[src/rtl/wam_pkg.sv]
// Shared definitions for the whack-a-mole blocks: bus widths, the
// sequencer state encoding and a small saturating-counter helper.
package wam_pkg;

    localparam int LIGHT_W = 9;
    localparam int TIME_W  = 28;
    localparam int SCORE_W = 8;
    localparam int MISS_W  = 4;
    localparam int LEVEL_W = 2;
    localparam int COUNT_W = 6;

    typedef enum logic [2:0] {
        SEQ_IDLE  = 3'd0,
        SEQ_LOAD  = 3'd1,
        SEQ_PLAY  = 3'd2,
        SEQ_LEVEL = 3'd3,
        SEQ_DONE  = 3'd4
    } seq_state_e;

    // Score counter sticks at its maximum instead of wrapping to zero.
    function automatic logic [SCORE_W-1:0] satInc(input logic [SCORE_W-1:0] value);
        return (value == '1) ? value : value + 8'd1;
    endfunction

endpackage

[src/rtl/game_sequencer_if.sv]
// Board-side and light_controller-side signals of the round sequencer.
// The sequencer itself uses the slave view; whoever drives keys, go and
// the light_controller feedback uses the master view.
interface game_sequencer_if;
    import wam_pkg::*;

    logic                 go;
    logic [LIGHT_W-1:0]   keys;
    logic [LIGHT_W-1:0]   lights;
    logic [COUNT_W-1:0]   light_counter;
    logic [TIME_W-1:0]    time_on;
    logic [TIME_W-1:0]    time_between;
    logic                 start;
    logic                 load_seed;
    logic                 lc_reset;
    logic [SCORE_W-1:0]   score;
    logic [MISS_W-1:0]    misses;
    logic [LEVEL_W-1:0]   level;
    logic                 game_over;

    modport master (
        output go, keys, lights, light_counter,
        input  time_on, time_between, start, load_seed, lc_reset,
               score, misses, level, game_over
    );

    modport slave (
        input  go, keys, lights, light_counter,
        output time_on, time_between, start, load_seed, lc_reset,
               score, misses, level, game_over
    );

endinterface

[src/rtl/game_sequencer_hit_tracker.sv]
// Per-flick hit bookkeeping: remembers the previous light pattern to spot
// the end of a flick, allows at most one scored hit per flick, and counts
// flicks that ended without a hit.
module hit_tracker
    import wam_pkg::*;
(
    input  logic                 clk,
    input  logic                 reset,
    input  logic [LIGHT_W-1:0]   keys_i,
    input  logic [LIGHT_W-1:0]   lights_i,
    input  logic                 enable_i,
    input  logic                 clear_i,
    input  logic                 newGame_i,
    output logic [SCORE_W-1:0]   score_o,
    output logic [MISS_W-1:0]    misses_o,
    output logic [MISS_W-1:0]    missesNext_o,
    output logic                 flickEnd_o
);

    logic [LIGHT_W-1:0] lights_q, lights_d;
    logic               hitFlag_q, hitFlag_d;
    logic [SCORE_W-1:0] score_q, score_d;
    logic [MISS_W-1:0]  misses_q, misses_d;
    logic               hit;

    assign flickEnd_o   = enable_i && (lights_q != '0) && (lights_i == '0);
    assign hit          = enable_i && ((keys_i & lights_i) != '0) && !hitFlag_q;
    assign missesNext_o = (flickEnd_o && !hitFlag_q) ? misses_q + 4'd1 : misses_q;
    assign score_o      = score_q;
    assign misses_o     = misses_q;

    // Next-state for the flick tracker, score and miss counters.
    always_comb begin
        lights_d  = lights_q;
        hitFlag_d = hitFlag_q;
        score_d   = score_q;
        misses_d  = missesNext_o;
        if (newGame_i) begin
            score_d  = '0;
            misses_d = '0;
        end
        if (clear_i) begin
            lights_d  = '0;
            hitFlag_d = 1'b0;
        end else if (enable_i) begin
            lights_d = lights_i;
            if (flickEnd_o) begin
                hitFlag_d = 1'b0;
            end else if (hit) begin
                hitFlag_d = 1'b1;
                score_d   = satInc(score_q);
            end
        end
    end

    // Tracker registers with synchronous active-low reset.
    always_ff @(posedge clk) begin
        if (!reset) begin
            lights_q  <= '0;
            hitFlag_q <= 1'b0;
            score_q   <= '0;
            misses_q  <= '0;
        end else begin
            lights_q  <= lights_d;
            hitFlag_q <= hitFlag_d;
            score_q   <= score_d;
            misses_q  <= misses_d;
        end
    end

endmodule

[src/rtl/game_sequencer.sv]
// Round scheduler for the whack-a-mole game. Starts a game on go, drives
// light_controller through seed load and play phases, and moves through
// the difficulty levels until the last level or too many misses.
module game_sequencer
    import wam_pkg::*;
#(
    parameter int               FLICKS_PER_LEVEL = 10,
    parameter int               NUM_LEVELS       = 4,
    parameter int               MAX_MISSES       = 5,
    parameter logic [TIME_W-1:0] BASE_ON         = 28'd50_000_000,
    parameter logic [TIME_W-1:0] BASE_BTWN       = 28'd25_000_000
)
(
    input  logic             clk,
    input  logic             reset,
    game_sequencer_if.slave  bus
);

    localparam logic [LEVEL_W-1:0] LAST_LEVEL   = LEVEL_W'(NUM_LEVELS - 1);
    localparam logic [COUNT_W-1:0] FLICK_TARGET = COUNT_W'(FLICKS_PER_LEVEL);
    localparam logic [MISS_W-1:0]  MISS_LIMIT   = MISS_W'(MAX_MISSES);

    seq_state_e         state_q, state_d;
    logic [LEVEL_W-1:0] level_q, level_d;
    logic               start_q, start_d;
    logic               loadSeed_q, loadSeed_d;
    logic               lcReset_q, lcReset_d;
    logic               gameOver_q, gameOver_d;
    logic               newGame;
    logic               flickEnd;
    logic [MISS_W-1:0]  missesNext;

    hit_tracker u_hitTracker (
        .clk          (clk),
        .reset        (reset),
        .keys_i       (bus.keys),
        .lights_i     (bus.lights),
        .enable_i     (state_q == SEQ_PLAY),
        .clear_i      (state_q == SEQ_LOAD),
        .newGame_i    (newGame),
        .score_o      (bus.score),
        .misses_o     (bus.misses),
        .missesNext_o (missesNext),
        .flickEnd_o   (flickEnd)
    );

    // Flick timing halves with every level; level only changes in LEVEL,
    // so these stay steady through LOAD and PLAY.
    assign bus.time_on      = BASE_ON >> level_q;
    assign bus.time_between = BASE_BTWN >> level_q;
    assign bus.start        = start_q;
    assign bus.load_seed    = loadSeed_q;
    assign bus.lc_reset     = lcReset_q;
    assign bus.game_over    = gameOver_q;
    assign bus.level        = level_q;

    // Next state and level; a miss-out takes priority over finishing a level.
    always_comb begin
        state_d = state_q;
        level_d = level_q;
        newGame = 1'b0;
        case (state_q)
            SEQ_IDLE, SEQ_DONE: begin
                if (bus.go) begin
                    state_d = SEQ_LOAD;
                    level_d = '0;
                    newGame = 1'b1;
                end
            end
            SEQ_LOAD: state_d = SEQ_PLAY;
            SEQ_PLAY: begin
                if (flickEnd) begin
                    if (missesNext == MISS_LIMIT) begin
                        state_d = SEQ_DONE;
                    end else if (bus.light_counter == FLICK_TARGET) begin
                        state_d = SEQ_LEVEL;
                    end
                end
            end
            SEQ_LEVEL: begin
                if (level_q == LAST_LEVEL) begin
                    state_d = SEQ_DONE;
                end else begin
                    level_d = level_q + 2'd1;
                    state_d = SEQ_LOAD;
                end
            end
            default: state_d = SEQ_IDLE;
        endcase
    end

    // Outputs are decoded from the upcoming state so they register in step with it.
    always_comb begin
        start_d    = 1'b0;
        loadSeed_d = 1'b0;
        lcReset_d  = 1'b0;
        gameOver_d = 1'b0;
        case (state_d)
            SEQ_LOAD:  loadSeed_d = 1'b1;
            SEQ_PLAY: begin
                start_d   = 1'b1;
                lcReset_d = 1'b1;
            end
            SEQ_LEVEL: lcReset_d = 1'b1;
            SEQ_DONE:  gameOver_d = 1'b1;
            default:   ;
        endcase
    end

    // State, level and output registers with synchronous active-low reset.
    always_ff @(posedge clk) begin
        if (!reset) begin
            state_q    <= SEQ_IDLE;
            level_q    <= '0;
            start_q    <= 1'b0;
            loadSeed_q <= 1'b0;
            lcReset_q  <= 1'b0;
            gameOver_q <= 1'b0;
        end else begin
            state_q    <= state_d;
            level_q    <= level_d;
            start_q    <= start_d;
            loadSeed_q <= loadSeed_d;
            lcReset_q  <= lcReset_d;
            gameOver_q <= gameOver_d;
        end
    end

endmodule

[src/flat_wrapper.sv]
// flat-port wrapper written by rule: the top's interface ports become plain ports
module game_sequencer_flat import wam_pkg::*;
#(
    parameter int               FLICKS_PER_LEVEL = 10,
    parameter int               NUM_LEVELS       = 4,
    parameter int               MAX_MISSES       = 5,
    parameter logic [TIME_W-1:0] BASE_ON         = 28'd50_000_000,
    parameter logic [TIME_W-1:0] BASE_BTWN       = 28'd25_000_000
)
  (clk, reset, bus_go, bus_keys, bus_lights, bus_light_counter, bus_time_on, bus_time_between, bus_start, bus_load_seed, bus_lc_reset, bus_score, bus_misses, bus_level, bus_game_over);
  game_sequencer_if bus_i ();
  input  logic clk;
  input  logic reset;
  input wire logic [$bits(bus_i.go)-1:0] bus_go;
  input wire logic [$bits(bus_i.keys)-1:0] bus_keys;
  input wire logic [$bits(bus_i.lights)-1:0] bus_lights;
  input wire logic [$bits(bus_i.light_counter)-1:0] bus_light_counter;
  output wire logic [$bits(bus_i.time_on)-1:0] bus_time_on;
  output wire logic [$bits(bus_i.time_between)-1:0] bus_time_between;
  output wire logic [$bits(bus_i.start)-1:0] bus_start;
  output wire logic [$bits(bus_i.load_seed)-1:0] bus_load_seed;
  output wire logic [$bits(bus_i.lc_reset)-1:0] bus_lc_reset;
  output wire logic [$bits(bus_i.score)-1:0] bus_score;
  output wire logic [$bits(bus_i.misses)-1:0] bus_misses;
  output wire logic [$bits(bus_i.level)-1:0] bus_level;
  output wire logic [$bits(bus_i.game_over)-1:0] bus_game_over;
  assign bus_i.go = bus_go;
  assign bus_i.keys = bus_keys;
  assign bus_i.lights = bus_lights;
  assign bus_i.light_counter = bus_light_counter;
  assign bus_time_on = bus_i.time_on;
  assign bus_time_between = bus_i.time_between;
  assign bus_start = bus_i.start;
  assign bus_load_seed = bus_i.load_seed;
  assign bus_lc_reset = bus_i.lc_reset;
  assign bus_score = bus_i.score;
  assign bus_misses = bus_i.misses;
  assign bus_level = bus_i.level;
  assign bus_game_over = bus_i.game_over;
  game_sequencer #(.FLICKS_PER_LEVEL(FLICKS_PER_LEVEL), .NUM_LEVELS(NUM_LEVELS), .MAX_MISSES(MAX_MISSES), .BASE_ON(BASE_ON), .BASE_BTWN(BASE_BTWN)) u_core (.clk(clk), .reset(reset), .bus(bus_i));
endmodule
[config.mk]
export PLATFORM = sky130hd
export DESIGN_NAME = game_sequencer_flat
export DESIGN_NICKNAME = d
export VERILOG_FILES = /design/src/rtl/wam_pkg.sv /design/src/rtl/game_sequencer_if.sv /design/src/rtl/game_sequencer_hit_tracker.sv /design/src/rtl/game_sequencer.sv /design/src/flat_wrapper.sv
export SDC_FILE = /design/constraint.sdc
export NUM_CORES = 1
export LEC_CHECK = 0
export BUFFER_PORTS_ARGS = -buffer_cell sky130_fd_sc_hd__buf_2
export CORE_ASPECT_RATIO = 0.6
export CORE_MARGIN = 2
export CORE_UTILIZATION = 45
export DETAILED_ROUTE_END_ITERATION = 8
export PLACE_DENSITY = 0.77
export SLEW_MARGIN = 20
export SYNTH_ARGS = -nofsm -noshare
export SYNTH_HDL_FRONTEND = slang
export SYNTH_SLANG_ARGS = --single-unit
export TNS_END_PERCENT = 50
[constraint.sdc]
create_clock -name clk -period 3.6 [get_ports clk]
set_clock_uncertainty 0.2 [all_clocks]
set_input_delay 0.18 -clock clk [delete_from_list [all_inputs] [get_ports clk]]
set_output_delay 0.18 -clock clk [all_outputs]
set_load 0.03 [all_outputs]
==> results.md <==
- Setup repair after global routing left no endpoint under its margin.
- The clock latency of the later-clocked register in the worst-skew pair is between 0.2 and 0.3 ns.
- The clock period minus final worst setup slack is 2.585 ns.
- The area of the mapped netlist is 2004 sq um.
- The maximum count of clock buffers along a single path is 2.
- The total CTS buffers is 5.
- The final layout contains routed wiring with a total length of between 4 and 5 mm.
- The number of register bits inferred by synthesis is 31.
- The floorplan step set the die height to 55.70 um.
- Relative to the synthesized area, the layout overhead comes to 18.73%.
- Registers take 620.6 sq um.
- The starting DRC count in detailed routing is approximately 150.
- In this run the power density over the cells is 483.7 nW/um^2.
- The area of combinational cells with multiple inputs is 1023 sq um.
- VDD sags by at most 0.0003338 V.
- For this run, asynchronously set or reset flops after synthesis account for 0.
- The number of instances in the placed design is 353.
- The largest family of logic cells by synthesized area is simple AND/OR/NAND/NOR gates.
- The number of instances in the synthesized netlist is 245.
- The completed layout was analyzed and its total power is 1.151 mW.
- The kind of path behind the tightest hold check is in -> reg.
- Of the total synthesized cell area, the portion taken by full adders, half adders and majority gates is 0.06242.
- The via count of the first global-routing pass is approximately 1600.
- The compound-cell area share of the yosys netlist came to 0.1517.
- The count of pins on the block boundary is around 100.
- The area share of xor/xnor cells in the synthesized design is 0.01748.
- The multiplexer area fraction after synthesis is 0.009988.
- Measured against its own limit, the worst slew margin works out to 0.4547.
- The primary flip-flop cell chosen by synthesis mapping is sky130_fd_sc_hd__dfxtp_1.
- The type of origin of the critical path is a flip-flop.
- The final cell count without fillers is 371.
- In this run, synthesis inferred 0 flip-flops with an integrated enable.
- For this design the static power due to leakage is 1.107 nW.
- For met1 alone, demand over resource in global routing was 0.2732.
- The floorplan step set the die width to 90.16 um.
- The slew of the pin with the lowest slew margin is 0.8144 ns.
- sky130_fd_sc_hd__dfxtp_1 takes more of the synthesized area than any other cell.
- The maximum number of pins on one net before global-route repair is 15.
- Of the available clock period, the critical path in the final layout requires 0.7181.
- The wire length of the first global-routing pass is just under 8 mm.
- The number of H-tree levels is 2.
- The floorplan die area is between 5000 and 6000 sq um.
- The share of the synthesized area in the top cell type is 0.3096.
- After detailed routing, the number of remaining DRC violations is 0.
- For this run, the detailed router's first-pass iteration total came to 5.
- The critical path class is reg -> reg.
- The basic-gate share of the synthesized area counting and, or, nand and nor cells is 0.2316.
- The busiest layer in global routing is met2.
- For this run, the register share of the synthesized area comes to 0.3096.
- The core region is 4189 sq um.
- The routed layout has approximately 1900 vias.
- Traced cell by cell, the critical path runs through nor3b_2, nand4_2, nor3_2, o221ai_1, a21oi_1.
- Across the run, the number of max-cap violations was 0.
- Row generation in the floorplan step produced 18 rows.
- In the routed layout, each cell is associated on average with a via count of around 5.0.
- The number of antenna violations at the first check in global routing was 0.
- CTS placed an instance of sky130_fd_sc_hd__clkbuf_8 at the clock tree root.
- In the global route stage, overall resource usage came out at 0.1957.
- The number of setup buffers added after CTS is 0.
- The filler cells instantiated in the layout total 399.
- The cell at the slowest stage of the critical path is sky130_fd_sc_hd__nor3b_2.
- The routability-driven placement congestion ratio is just under 0.9.
- The number of sinks on the clock net is 31.
- Input and output buffers added on the ports amount to 80.
- Dividing the detail-routed wire length by the instance count gives 13.21 um.
- Clock-pin slew was measured on the worst setup and hold paths at about 0.070 ns.
- The global-route congestion overflow total is 0.
- The number of antenna repair diodes is 0.
- In the final layout, the share of cells above drive strength 1 is 0.3151.
- The met2 routing resource usage after global routing is 0.2836.
- The buffers plus inverters on the worst setup path is 0.
- The hold violation count in the final report is 0.
- TritonCTS built the clock tree.
- The data arrival time of the worst path is 2.61 ns.
- The synthesized netlist contains 48 unique library cells.
- By area the synthesized netlist is led by sky130_fd_sc_hd__dfxtp_1 (31%), sky130_fd_sc_hd__buf_4 (18%), sky130_fd_sc_hd__ha_1 (6.2%).
- The count of final setup violators is 0.
- The HPWL after detailed placement is approximately 3.6 mm.
- For this run, global-route usage on met3 was measured as 0.05285.
- The highest fanout seen on the critical path is 14.
- The post-detailed-route count of antenna-violating nets is 0.
- The run finished with clean final reports.
- The data required time at the worst endpoint is 3.63 ns.
- The total number of yosys warnings is 0.
- The highest clock rate is 0.3868 GHz.
- The cell family with the largest share of critical-path delay is simple AND/OR/NAND/NOR gates.
- The effective utilization at floorplan is 0.4785.
- The setup total negative slack is 0 ns.
- The delay of the slowest cell on the worst path is around 0.70 ns.
- Dividing the synthesized area by the synthesized cell count gives 8.181 sq um.
- The nature of the critical path endpoint is a flip-flop.
- The net count reported at finish is about 350.
- The final number of max-transition violations was 0.
## registers in the layout, summed over array words and instances (netlist names)
name                           cells
u_core.bus.start                   1
u_core.u_hitTracker.misses_o       4
u_core.bus.load_seed               1
u_core.u_hitTracker.lights_q       9
u_core.u_hitTracker.hitFlag_q      1
u_core.bus.lc_reset                1
u_core.bus.level                   2
u_core.state_q                     3
u_core.u_hitTracker.score_o        8
u_core.bus.game_over               1
## Yosys cell counts, types with 3 or more instances
library cell	count
sky130_fd_sc_hd__o221ai_1	4
sky130_fd_sc_hd__inv_1	15
sky130_fd_sc_hd__a21oi_1	13
sky130_fd_sc_hd__o21ai_0	4
sky130_fd_sc_hd__nand2_1	29
sky130_fd_sc_hd__nor4_1	3
sky130_fd_sc_hd__nand3_1	9
sky130_fd_sc_hd__ha_1	10
sky130_fd_sc_hd__buf_4	47
sky130_fd_sc_hd__nor3_1	7
sky130_fd_sc_hd__o21a_1	4
sky130_fd_sc_hd__dfxtp_1	31
sky130_fd_sc_hd__nor2_1	16
sky130_fd_sc_hd__and3_1	3
sky130_fd_sc_hd__nand4_1	4
## metal layers
layer | up-vias | routed length, um | share of wire
met4 | 0 | 122 | 0.025
met5 | - | 0 | 0
met1 | 826 | 2255 | 0.46
met2 | 102 | 2094 | 0.43
met3 | 13 | 429 | 0.088
li1 | 918 | - | -
## final timing paths
path / startpoint / endpoint / slack [ns] / cells after the start
hold reg to reg: u_core.u_hitTracker.lights_q[1] / u_core.u_hitTracker.lights_q[1] / 0.26 / 2
setup reg to reg: u_core.state_q[1] / u_core.bus.start / 1.01 / 5
setup / recovery: u_core.state_q[1] / u_core.bus.start / 1.01 / 5
hold / removal: bus_go / u_core.u_hitTracker.score_o[1] / 0.12 / 4
## cells by family (layout without fill, tap and decap cells)
| family | Yosys count | after routing |
|---|---|---|
| fa+ha+maj | 10 | 10 |
| xor+xnor | 4 | 4 |
| simple gates | 88 | 88 |
| other cells | 2 | 20 |
| compound gates | 43 | 43 |
| buf+inv | 65 | 113 |
| flops | 31 | 31 |
| mux | 2 | 2 |
## report_power, final
group          leakage, nW  internal, mW  switching, mW
Combinational        0.804         0.124          0.295
Clock               0.0505         0.174          0.137
Sequential           0.252         0.386         0.0352
Total                 1.11         0.683          0.468
## stage by stage
| step | hold WS [ns] | setup slack [ns] | util | instance area [sq um] |
|---|---|---|---|---|
| final | 0.1232 | 1.015 | 0.5681 | 2380 |
| after global routing | 0.1546 | 0.8120 | 0.5681 | 2380 |
| after CTS | 0.1073 | 1.073 | 0.5681 | 2380 |
| after detailed placement | 0.2489 | 1.106 | 0.5194 | 2176 |
| after global placement | 0.2422 | 1.216 | 0.5194 | 2176 |
| after floorplan | 0.1017 | 1.409 | - | 2072 |
## what timing repair did
action,4_1_cts,5_1_grt
hold buffers,10,0
setup endpoints to repair,0,0
endpoints found under the hold margin,10,0
resized for setup,0,0
## cells in the final DEF (no fill, tap or decap), types with 2 or more instances in the layout
cell                            count
sky130_fd_sc_hd__a211oi_1           2
sky130_fd_sc_hd__a21oi_1           13
sky130_fd_sc_hd__a22oi_1            2
sky130_fd_sc_hd__a41oi_1            2
sky130_fd_sc_hd__and2_1             2
sky130_fd_sc_hd__and3_1             3
sky130_fd_sc_hd__and4_1             2
sky130_fd_sc_hd__buf_2             80
sky130_fd_sc_hd__clkbuf_8           7
sky130_fd_sc_hd__conb_1            20
sky130_fd_sc_hd__dfxtp_1           31
sky130_fd_sc_hd__dlygate4sd3_1     10
sky130_fd_sc_hd__ha_1              10
sky130_fd_sc_hd__inv_1             15
sky130_fd_sc_hd__mux2i_1            2
sky130_fd_sc_hd__nand2_1           29
sky130_fd_sc_hd__nand2b_1           2
sky130_fd_sc_hd__nand3_1            9
sky130_fd_sc_hd__nand4_1            4
sky130_fd_sc_hd__nor2_1            16
sky130_fd_sc_hd__nor3_1             7
sky130_fd_sc_hd__nor4_1             3
sky130_fd_sc_hd__o211ai_1           2
sky130_fd_sc_hd__o21a_1             4
sky130_fd_sc_hd__o21ai_0            4
sky130_fd_sc_hd__o21ai_1            2
sky130_fd_sc_hd__o221ai_1           4
sky130_fd_sc_hd__xnor2_1            2
sky130_fd_sc_hd__xor2_1             2
## tightest hold or removal path, cell delays in order
cell	delay, ns
sky130_fd_sc_hd__buf_2	0.10
sky130_fd_sc_hd__nand2_1	0.10
sky130_fd_sc_hd__o211ai_1	0.12
sky130_fd_sc_hd__a21oi_1	0.07
## layout make-up
cell class                      count  area share
Clock buffer                        7     0.04048
Sequential cell                    31      0.2608
Inverter                           15     0.02366
Multi-Input combinational cell    167      0.4301
Timing Repair Buffer               90      0.2103
Clock inverter                      1    0.003155
Tap cell                           60     0.03155
Power figures use the tool's default switching activity.
